`config.mk`:
```
export PLATFORM = sky130hd
export DESIGN_NAME = sad_search_controller
export DESIGN_NICKNAME = d
export VERILOG_FILES = /design/src/rtl/sad_search_controller_pkg.sv /design/src/rtl/sad_search_controller_comparitor.sv /design/src/rtl/sad_search_controller.sv
export SDC_FILE = /design/constraint.sdc
export NUM_CORES = 1
export LEC_CHECK = 0
export ABC_AREA = 0
export BUFFER_PORTS_ARGS = -buffer_cell sky130_fd_sc_hd__buf_4
export CAP_MARGIN = 20
export CORE_MARGIN = 2
export CORE_UTILIZATION = 35
export CTS_CLUSTER_SIZE = 40
export DETAILED_ROUTE_END_ITERATION = 16
export MAX_ROUTING_LAYER = met4
export SETUP_SLACK_MARGIN = 0.3
export SLEW_MARGIN = 10
export SYNTH_ARGS = -nofsm -noshare
export SYNTH_HDL_FRONTEND = slang
export SYNTH_SLANG_ARGS = --single-unit
export TNS_END_PERCENT = 100
```
`constraint.sdc`:
```
create_clock -name Clk -period 4 [get_ports Clk]
set_input_delay 0.4 -clock Clk [delete_from_list [all_inputs] [get_ports Clk]]
set_output_delay 0.4 -clock Clk [all_outputs]
set_load 0.02 [all_outputs]
```
`src/rtl/sad_search_controller_pkg.sv`:
```
// Shared definitions for the full-search block-match controller and the SAD adder:
// FSM state encoding, default SAD width and a width helper for the candidate counters.
package sad_search_controller_pkg;

    localparam int SAD_W_DEFAULT = 32;

    typedef enum logic [2:0] {
        IDLE   = 3'd0,
        ISSUE  = 3'd1,
        WAIT   = 3'd2,
        UPDATE = 3'd3,
        DONE   = 3'd4
    } state_e;

    // Counter width for n distinct positions, never narrower than one bit.
    function automatic int clog2_min1(input int n);
        return (n <= 2) ? 1 : $clog2(n);
    endfunction

endpackage

```
`src/rtl/sad_search_controller_comparitor.sv`:
```
// Unsigned min comparator: the new value wins when it is less than or equal to the
// current one, so ties resolve in favour of the newer candidate.
module Comparitor
    import sad_search_controller_pkg::*;
#(
    parameter int W = SAD_W_DEFAULT
) (
    input  logic [W-1:0] new_i,
    input  logic [W-1:0] cur_i,
    output logic [W-1:0] min_o,
    output logic         take_new_o
);

    assign take_new_o = (new_i <= cur_i);
    assign min_o      = take_new_o ? new_i : cur_i;

endmodule

```
`src/rtl/sad_search_controller.sv`:
```
// Full-search block-match sequencer: walks every candidate position in raster order,
// requests one SAD per candidate and tracks the minimum together with its position.
module sad_search_controller
    import sad_search_controller_pkg::*;
#(
    parameter  int FRAME_W = 64,
    parameter  int FRAME_H = 64,
    parameter  int WIN_W   = 4,
    parameter  int WIN_H   = 4,
    parameter  int SAD_W   = SAD_W_DEFAULT,
    localparam int X_W     = clog2_min1(FRAME_W - WIN_W + 1),
    localparam int Y_W     = clog2_min1(FRAME_H - WIN_H + 1)
) (
    input  logic             Clk,
    input  logic             Rst,
    input  logic             start,
    output logic             sad_req,
    output logic [X_W-1:0]   cand_x,
    output logic [Y_W-1:0]   cand_y,
    input  logic             sad_valid,
    input  logic [SAD_W-1:0] sad_value,
    output logic             busy,
    output logic             done,
    output logic [SAD_W-1:0] best_sad,
    output logic [X_W-1:0]   best_x,
    output logic [Y_W-1:0]   best_y
);

    localparam logic [X_W-1:0] XMAX = X_W'(FRAME_W - WIN_W);
    localparam logic [Y_W-1:0] YMAX = Y_W'(FRAME_H - WIN_H);

    state_e             state_q, state_d;
    logic [X_W-1:0]     cand_x_q, cand_x_d;
    logic [Y_W-1:0]     cand_y_q, cand_y_d;
    logic [SAD_W-1:0]   sad_cap_q, sad_cap_d;
    logic [SAD_W-1:0]   best_sad_q, best_sad_d;
    logic [X_W-1:0]     best_x_q, best_x_d;
    logic [Y_W-1:0]     best_y_q, best_y_d;
    logic [SAD_W-1:0]   cmp_min;
    logic               cmp_take;
    logic               last_cand;

    Comparitor #(.W(SAD_W)) u_cmp (
        .new_i      (sad_cap_q),
        .cur_i      (best_sad_q),
        .min_o      (cmp_min),
        .take_new_o (cmp_take)
    );

    assign last_cand = (cand_x_q == XMAX) && (cand_y_q == YMAX);

    always_comb begin
        // NOTE: every variable gets a default first so no path can infer a latch.
        state_d    = state_q;
        cand_x_d   = cand_x_q;
        cand_y_d   = cand_y_q;
        sad_cap_d  = sad_cap_q;
        best_sad_d = best_sad_q;
        best_x_d   = best_x_q;
        best_y_d   = best_y_q;
        sad_req    = 1'b0;
        busy       = 1'b0;
        done       = 1'b0;

        case (state_q)
            IDLE: begin
                if (start) begin
                    cand_x_d   = '0;
                    cand_y_d   = '0;
                    best_sad_d = '1;
                    best_x_d   = '0;
                    best_y_d   = '0;
                    state_d    = ISSUE;
                end
            end
            ISSUE: begin
                sad_req = 1'b1;
                busy    = 1'b1;
                state_d = WAIT;
            end
            WAIT: begin
                busy = 1'b1;
                if (sad_valid) begin
                    sad_cap_d = sad_value;
                    state_d   = UPDATE;
                end
            end
            UPDATE: begin
                busy = 1'b1;
                if (cmp_take) begin
                    best_sad_d = cmp_min;
                    best_x_d   = cand_x_q;
                    best_y_d   = cand_y_q;
                end
                // The last candidate stays on the outputs after the search ends.
                if (last_cand) begin
                    state_d = DONE;
                end else begin
                    state_d = ISSUE;
                    if (cand_x_q == XMAX) begin
                        cand_x_d = '0;
                        cand_y_d = cand_y_q + Y_W'(1);
                    end else begin
                        cand_x_d = cand_x_q + X_W'(1);
                    end
                end
            end
            DONE: begin
                done    = 1'b1;
                state_d = IDLE;
            end
            default: state_d = IDLE;
        endcase
    end

    always_ff @(posedge Clk) begin
        // NOTE: non-blocking so every register updates from its pre-edge value.
        if (Rst) begin
            state_q    <= IDLE;
            cand_x_q   <= '0;
            cand_y_q   <= '0;
            sad_cap_q  <= '0;
            best_sad_q <= '0;
            best_x_q   <= '0;
            best_y_q   <= '0;
        end else begin
            state_q    <= state_d;
            cand_x_q   <= cand_x_d;
            cand_y_q   <= cand_y_d;
            sad_cap_q  <= sad_cap_d;
            best_sad_q <= best_sad_d;
            best_x_q   <= best_x_d;
            best_y_q   <= best_y_d;
        end
    end

    assign cand_x   = cand_x_q;
    assign cand_y   = cand_y_q;
    assign best_sad = best_sad_q;
    assign best_x   = best_x_q;
    assign best_y   = best_y_q;

endmodule

```
==> impl_metrics.ini, run 1 <==
[floorplanning]
ioPinCount = 95
core_area_sq_mm = 0.0125
start_util = 0.354
row_count = 41
die_h_um = 116
die_w_um = 116
dieArea_sq_mm = 0.0135

[clock_network]
clockBufferDepth = 2
ctsHoldBuffers = 0
path_clk_slew_ns = 0.07
clk_latency_ns = 0.34
cts_resized = 0
post_cts.repair.setup_buffers = 0
cts_tree = done
cts_buffers = 9
htree_levels = 3
clk_root_buffer_cell = clkbuf_16
clock-sinks = 91

[sta]
fin_crit_ns = 3.13
tns_ns = 0
fin_skew_ns = 0.00706
final-setup-viol-count = 0
max_clock_freq_ghz = 0.320
rsz0062_at_grt = false
tightest_slew_ns = 0.939
final_max_slew_viol_count = 0
slew_headroom = 0.374
period_share = 0.782
hold_viol_final = 0

[layout]
synthToLayoutAreaGrowth_pct = 26.7
final_nets = 674
fillerInstances = 1242
final_cells = 779
multi_input_area_sq_mm = 0.00230
diodes = 0
layout_commonest_cell = buf_4
final_cell_mix = 101 x buf_4, 91 x dfxtp_1, 75 x nand2_1, 51 x a21oi_1, 41 x inv_1
regArea_sq_mm = 0.00182
layout-drive-gt1-share = 0.208

[place]
place_inst = 763
dpl.hpwl_um = 8270
io_buffers = 94
place.gp.congestion = 0.768

[global_routing]
grt-ovfl-total = 0
grt_pass1_vias = 3752
grt_use_total = 0.184
grt_antenna_before_repair = 0
grt_pass1_wl_um = 18800
grt_max_degree = 92

[power]
peakVddDrop_uv = 201
pwr_density_cell_mw_per_mm2 = 447
p_leak_nw = 2.23

[yosys]
synth_top_family_by_area = simple AND/OR/NAND/NOR gates
mappedNetlistArea_sq_mm = 0.00441
synth_compound_area_frac = 0.180
yosys.area_share.simple = 0.210
synth.avg_cell_area_sq_um = 8.39
synth_warnings = 0
ys_seq_area_frac = 0.413
ys_types = 47
netlist_instances = 526
synthMuxAreaShare = 0
synth_xor_area_frac = 0.0218
synth-adder-area-share = 0.102
synth_nets = 598
ys_seq_elements = 91

[hold_path]
hp-class = input port to flip-flop

[worst_setup_path]
worstPathMaxFanout = 38
cp-end-kind = flip-flop
cp.required_ns = 4.23
cp.arrival_ns = 3.36
path_class = flip-flop to flip-flop
crit_path_start_kind = flip-flop

[routing]
drt_iter0_drc = 231
drc = 0
ant_nets = 0
vias_per_cell = 5.18
num_vias = 4033
first_pass_iters = 5
wl_per_cell_um = 15.4
finalWirelength_um = 12000

[run_status]
status = complete, no violations

[job]
cap_viol_max_count = 0
## routing by layer
metal / track usage / part of all wire
met1: 0.244 / 0.47
met2: 0.282 / 0.46
met4: 0.0690 / 0.017
met3: 0.0291 / 0.049
met5: - / 0
## final cells by class
| cell class | count | share of cell area |
|---|---|---|
| inverter | 41 | 0.0275 |
| clock buffer | 13 | 0.0483 |
| clock inverter | 3 | 0.00806 |
| multi-input combinational | 357 | 0.411 |
| timing repair buffer | 102 | 0.141 |
| sequential | 91 | 0.326 |
| tap | 172 | 0.0385 |
## sequential cells by signal, indices dropped and copies added (netlist names)
register	flops
cand_y	6
best_x	6
cand_x	6
best_sad	32
best_y	6
sad_cap_q	32
state_q	3
## stage by stage
step	hold WS [ns]	setup WS [ns]	util	area [sq um]	total power, mW
after detailed placement	0.457	0.911	0.423	5280	1.63
after floorplan	0.436	1.55	-	4410	1.41
after global routing	0.301	0.619	0.449	5590	2.61
after global placement	0.449	0.982	0.421	5250	1.61
final	0.300	0.872	0.449	5590	2.50
after CTS	0.290	0.855	0.449	5590	2.52
## cells in the mapped netlist, drive strengths merged
master	n	area (sq um)
dfxtp	91	1820
nand2	76	288
a21oi	51	255
inv	41	154
ha	36	450
nor4	33	206
a211oi	32	240
clkbuf	31	116
o21ai	21	105
nor2	20	77.6
nand4	14	100
nor2b	10	62.6
xnor2	10	87.6
nand3	8	40.0
o41ai	7	61.3
buf	6	53.8
nor3	4	20.0
nor3b	4	30.0
a31oi	3	18.8
nand2b	3	18.8
and3	2	12.5
nand3b	2	15.0
o21a	2	15.0
or4	2	15.0
a2111o	1	11.3
a21boi	1	7.51
a22oi	1	7.51
a2bb2oi	1	8.76
a311oi	1	8.76
a31o	1	8.76
a41o	1	11.3
a41oi	1	8.76
and2	1	6.26
and3b	1	8.76
nor4b	1	8.76
o211ai	1	7.51
o21bai	1	7.51
o31a	1	8.76
or2	1	6.26
or3b	1	11.3
xor2	1	8.76
## power by group
part | internal (mW) | total, mW | leakage, nW | switching [mW]
Clock | 0.536 | 0.891 | 0.148 | 0.355
Combinational | 0.222 | 0.575 | 1.34 | 0.352
Sequential | 0.979 | 1.04 | 0.746 | 0.0566
## worst max-delay path: stages, from the launching register on
cell     delay, ns
dfxtp_1       0.37
inv_1         0.08
ha_1          0.31
nand4_2       0.17
or4_1         0.57
a31oi_1       0.33
a41o_2        0.24
nand2_2       0.49
o41ai_1       0.45
## final timing paths
check                                    from             to  slack, ns  depth (start not counted)
worst min register to register   sad_cap_q[0]   sad_cap_q[0]       0.47                          2
worst max register to register   best_sad[13]      best_x[4]       0.87                          8
worst max-delay path             best_sad[13]      best_x[4]       0.87                          8
worst min-delay path            sad_value[17]  sad_cap_q[17]       0.30                          3
## cells by family (layout without fill, tap and decap cells)
kind of cell               after synthesis  count (layout)
adders and majority gates               36              36
AOI/OAI and AO/OA                      127             127
DFF                                     91              91
and+or+nand+nor                        183             183
xor gates and xnor gates                11              11
buffers and inverters                   78             159
Note: power is estimated with default switching activity, not from simulation.
==> inputs of run 2 (changes only) <==
ABC_AREA = 1   (was 0)
clock period = 3.2 ns   (was 4 ns; I/O delays follow)
==> impl_metrics.ini, run 2 <==
[layout]
diodes = 0
synthToLayoutAreaGrowth_pct = 24.1
final_cells = 945
final_cell_mix = 142 x nand2_1, 101 x a21oi_1, 100 x buf_4, 95 x nor2_1, 91 x dfxtp_1
layout-drive-gt1-share = 0.174
layout_commonest_cell = nand2_1
fillerInstances = 1358
final_nets = 836

[hold_path]
hp-class = input port to flip-flop

[sta]
rsz0062_at_grt = false
tightest_slew_ns = 0.901
final_max_slew_viol_count = 0
fin_crit_ns = 2.28
hold_viol_final = 0
period_share = 0.711
slew_headroom = 0.399
max_clock_freq_ghz = 0.440
fin_skew_ns = 0.00659
setup_ws_ns = 0.925
tns_ns = 0
final-setup-viol-count = 0

[worst_setup_path]
path_cells = inv_1 -> ha_1 -> nand2_1 -> nor2_1 -> nand2_1 -> nor2_1 -> a21oi_1 -> nand2_2 -> buf_4 -> nand3_1 -> nand2_1 -> nor2_1
critical-path-max-stage-delay_ns = 0.39
crit_path_start_kind = flip-flop
worstPathMaxFanout = 44
cp-end-kind = flip-flop
cpLargestDelayFamily = simple AND/OR/NAND/NOR gates
cp.arrival_ns = 2.52
crit_slowest_cell = buf_4
cp.required_ns = 3.44
path_class = flip-flop to flip-flop
cp_num_buf_inv = 2

[routing]
finalWirelength_um = 12900
wl_met2_um = 5990
drt_iter0_drc = 256
wl_per_cell_um = 13.6
drc = 0
first_pass_iters = 4
dr_wl_met3_um = 667
top_layer = met4
wl_met1_um = 6040
vias_per_cell = 4.86
ant_nets = 0
num_vias = 4590

[clock_network]
clk_root_buffer_cell = clkbuf_16
cts_resized = 0
ctsHoldBuffers = 0
clk_latency_ns = 0.35
path_clk_slew_ns = 0.07
clockBufferDepth = 2
clock-sinks = 91
cts_tree = done
cts_buffers = 9
post_cts.repair.setup_buffers = 0
htree_levels = 3

[global_routing]
grt_max_degree = 89
grt-ovfl-total = 0
grt_use_total = 0.183
grt_pass1_vias = 4344
grt_pass1_wl_um = 20700
grt_antenna_before_repair = 0

[yosys]
ys_seq_area_frac = 0.380
synth_xor_area_frac = 0.00549
yosysTopAreaCell = dfxtp_1
synth_ff_type = dfxtp_1
ys_seq_elements = 91
synth_compound_area_frac = 0.123
synth_edf_count = 0
ys_top_cells_by_area = dfxtp_1 38%, nand2_1 11%, a21oi_1 11%
synth_top_family_by_area = simple AND/OR/NAND/NOR gates
synth_warnings = 0
ys_types = 31
synth_top_area_frac = 0.380
synth_common_cells = 143 x nand2_1, 101 x a21oi_1, 96 x nor2_1, 91 x dfxtp_1, 82 x nand3_1
netlist_instances = 695
yosysMostFrequentCell = nand2_1
synthMuxAreaShare = 0
ys_async_sr_fraction = 0
synth-adder-area-share = 0.0940
mappedNetlistArea_sq_mm = 0.00479
synth_nets = 767
yosys.area_share.simple = 0.311
synth.avg_cell_area_sq_um = 6.89

[power]
p_switching_mw = 1.21
peakVddDrop_uv = 298
comb_power_share = 0.283
switching_share = 0.332
p_int_mw = 2.43
pwr_density_cell_mw_per_mm2 = 613
p_leak_nw = 2.76
seqPwrFrac = 0.380
p_clk_frac = 0.336

[place]
place.gp.congestion = 0.818
dp_slack_ns = 0.952
io_buffers = 94
dpl.hpwl_um = 8750
place_inst = 929

[floorplanning]
die_w_um = 121
row_count = 42
die_h_um = 121
ioPinCount = 95
core_area_sq_mm = 0.0133
start_util = 0.360
dieArea_sq_mm = 0.0146

[run_status]
status = complete, no violations

[job]
cap_viol_max_count = 0
==> run 2: layout make-up <==
cell class / instances / area, sq um / share of cell area
clock buffers: 9 / 225 / 0.0379
clock inverters: 7 / 116 / 0.0196
inverters: 60 / 228 / 0.0383
multi-input cells: 501 / 2560 / 0.431
flip-flops and latches: 91 / 1820 / 0.307
well taps: 176 / 220 / 0.0371
repair buffers: 101 / 771 / 0.130
==> run 2: worst register-to-register path, cell delays in order, from the launching register on <==
cell	delay [ns]
dfxtp_1	0.36
inv_1	0.05
ha_1	0.29
nand2_1	0.07
nor2_1	0.15
nand2_1	0.10
nor2_1	0.19
a21oi_1	0.11
nand2_2	0.11
buf_4	0.39
nand3_1	0.19
nand2_1	0.09
nor2_1	0.06
==> run 2: power groups by stage <==
stage	Clock (mW)	Sequential (mW)	Combinational, mW
floorplan	0	1.51	0.573
global placement	0	1.41	1.02
detailed placement	0	1.41	1.04
CTS	1.25	1.39	1.04
global route	1.30	1.40	1.16
finish	1.23	1.38	1.03
==> run 2: metal layers <==
metal	GRT usage	up-vias
li1	-	2396
met1	0.226	2079
met2	0.289	105
met3	0.0367	10
met4	0.0821	0
met5	-	-
==> run 2: cell families (layout without fill, tap and decap cells) <==
kind of cell,after synthesis,in the layout
and+or+nand+nor,347,347
AOI/OAI and AO/OA,115,115
buffers and inverters,103,177
DFF,91,91
adders and majority gates,36,36
xor gates and xnor gates,3,3
==> run 2: worst paths after layout <==
check                     start             to  slack (ns)  depth (start not counted)
setup / recovery   best_sad[31]    best_sad[2]        0.92                         12
hold / removal    sad_value[20]  sad_cap_q[20]        0.25                          3
hold reg to reg   sad_cap_q[29]  sad_cap_q[29]        0.49                          2
setup reg to reg   best_sad[31]    best_sad[2]        0.92                         12
==> run 2: stage by stage <==
stage | utilization | total power [mW] | area [sq um] | hold WS [ns]
floorplan | - | 2.08 | 4790 | 0.449
global placement | 0.421 | 2.43 | 5600 | 0.466
detailed placement | 0.421 | 2.45 | 5600 | 0.477
CTS | 0.447 | 3.68 | 5940 | 0.234
global route | 0.447 | 3.86 | 5940 | 0.241
finish | 0.447 | 3.64 | 5940 | 0.246
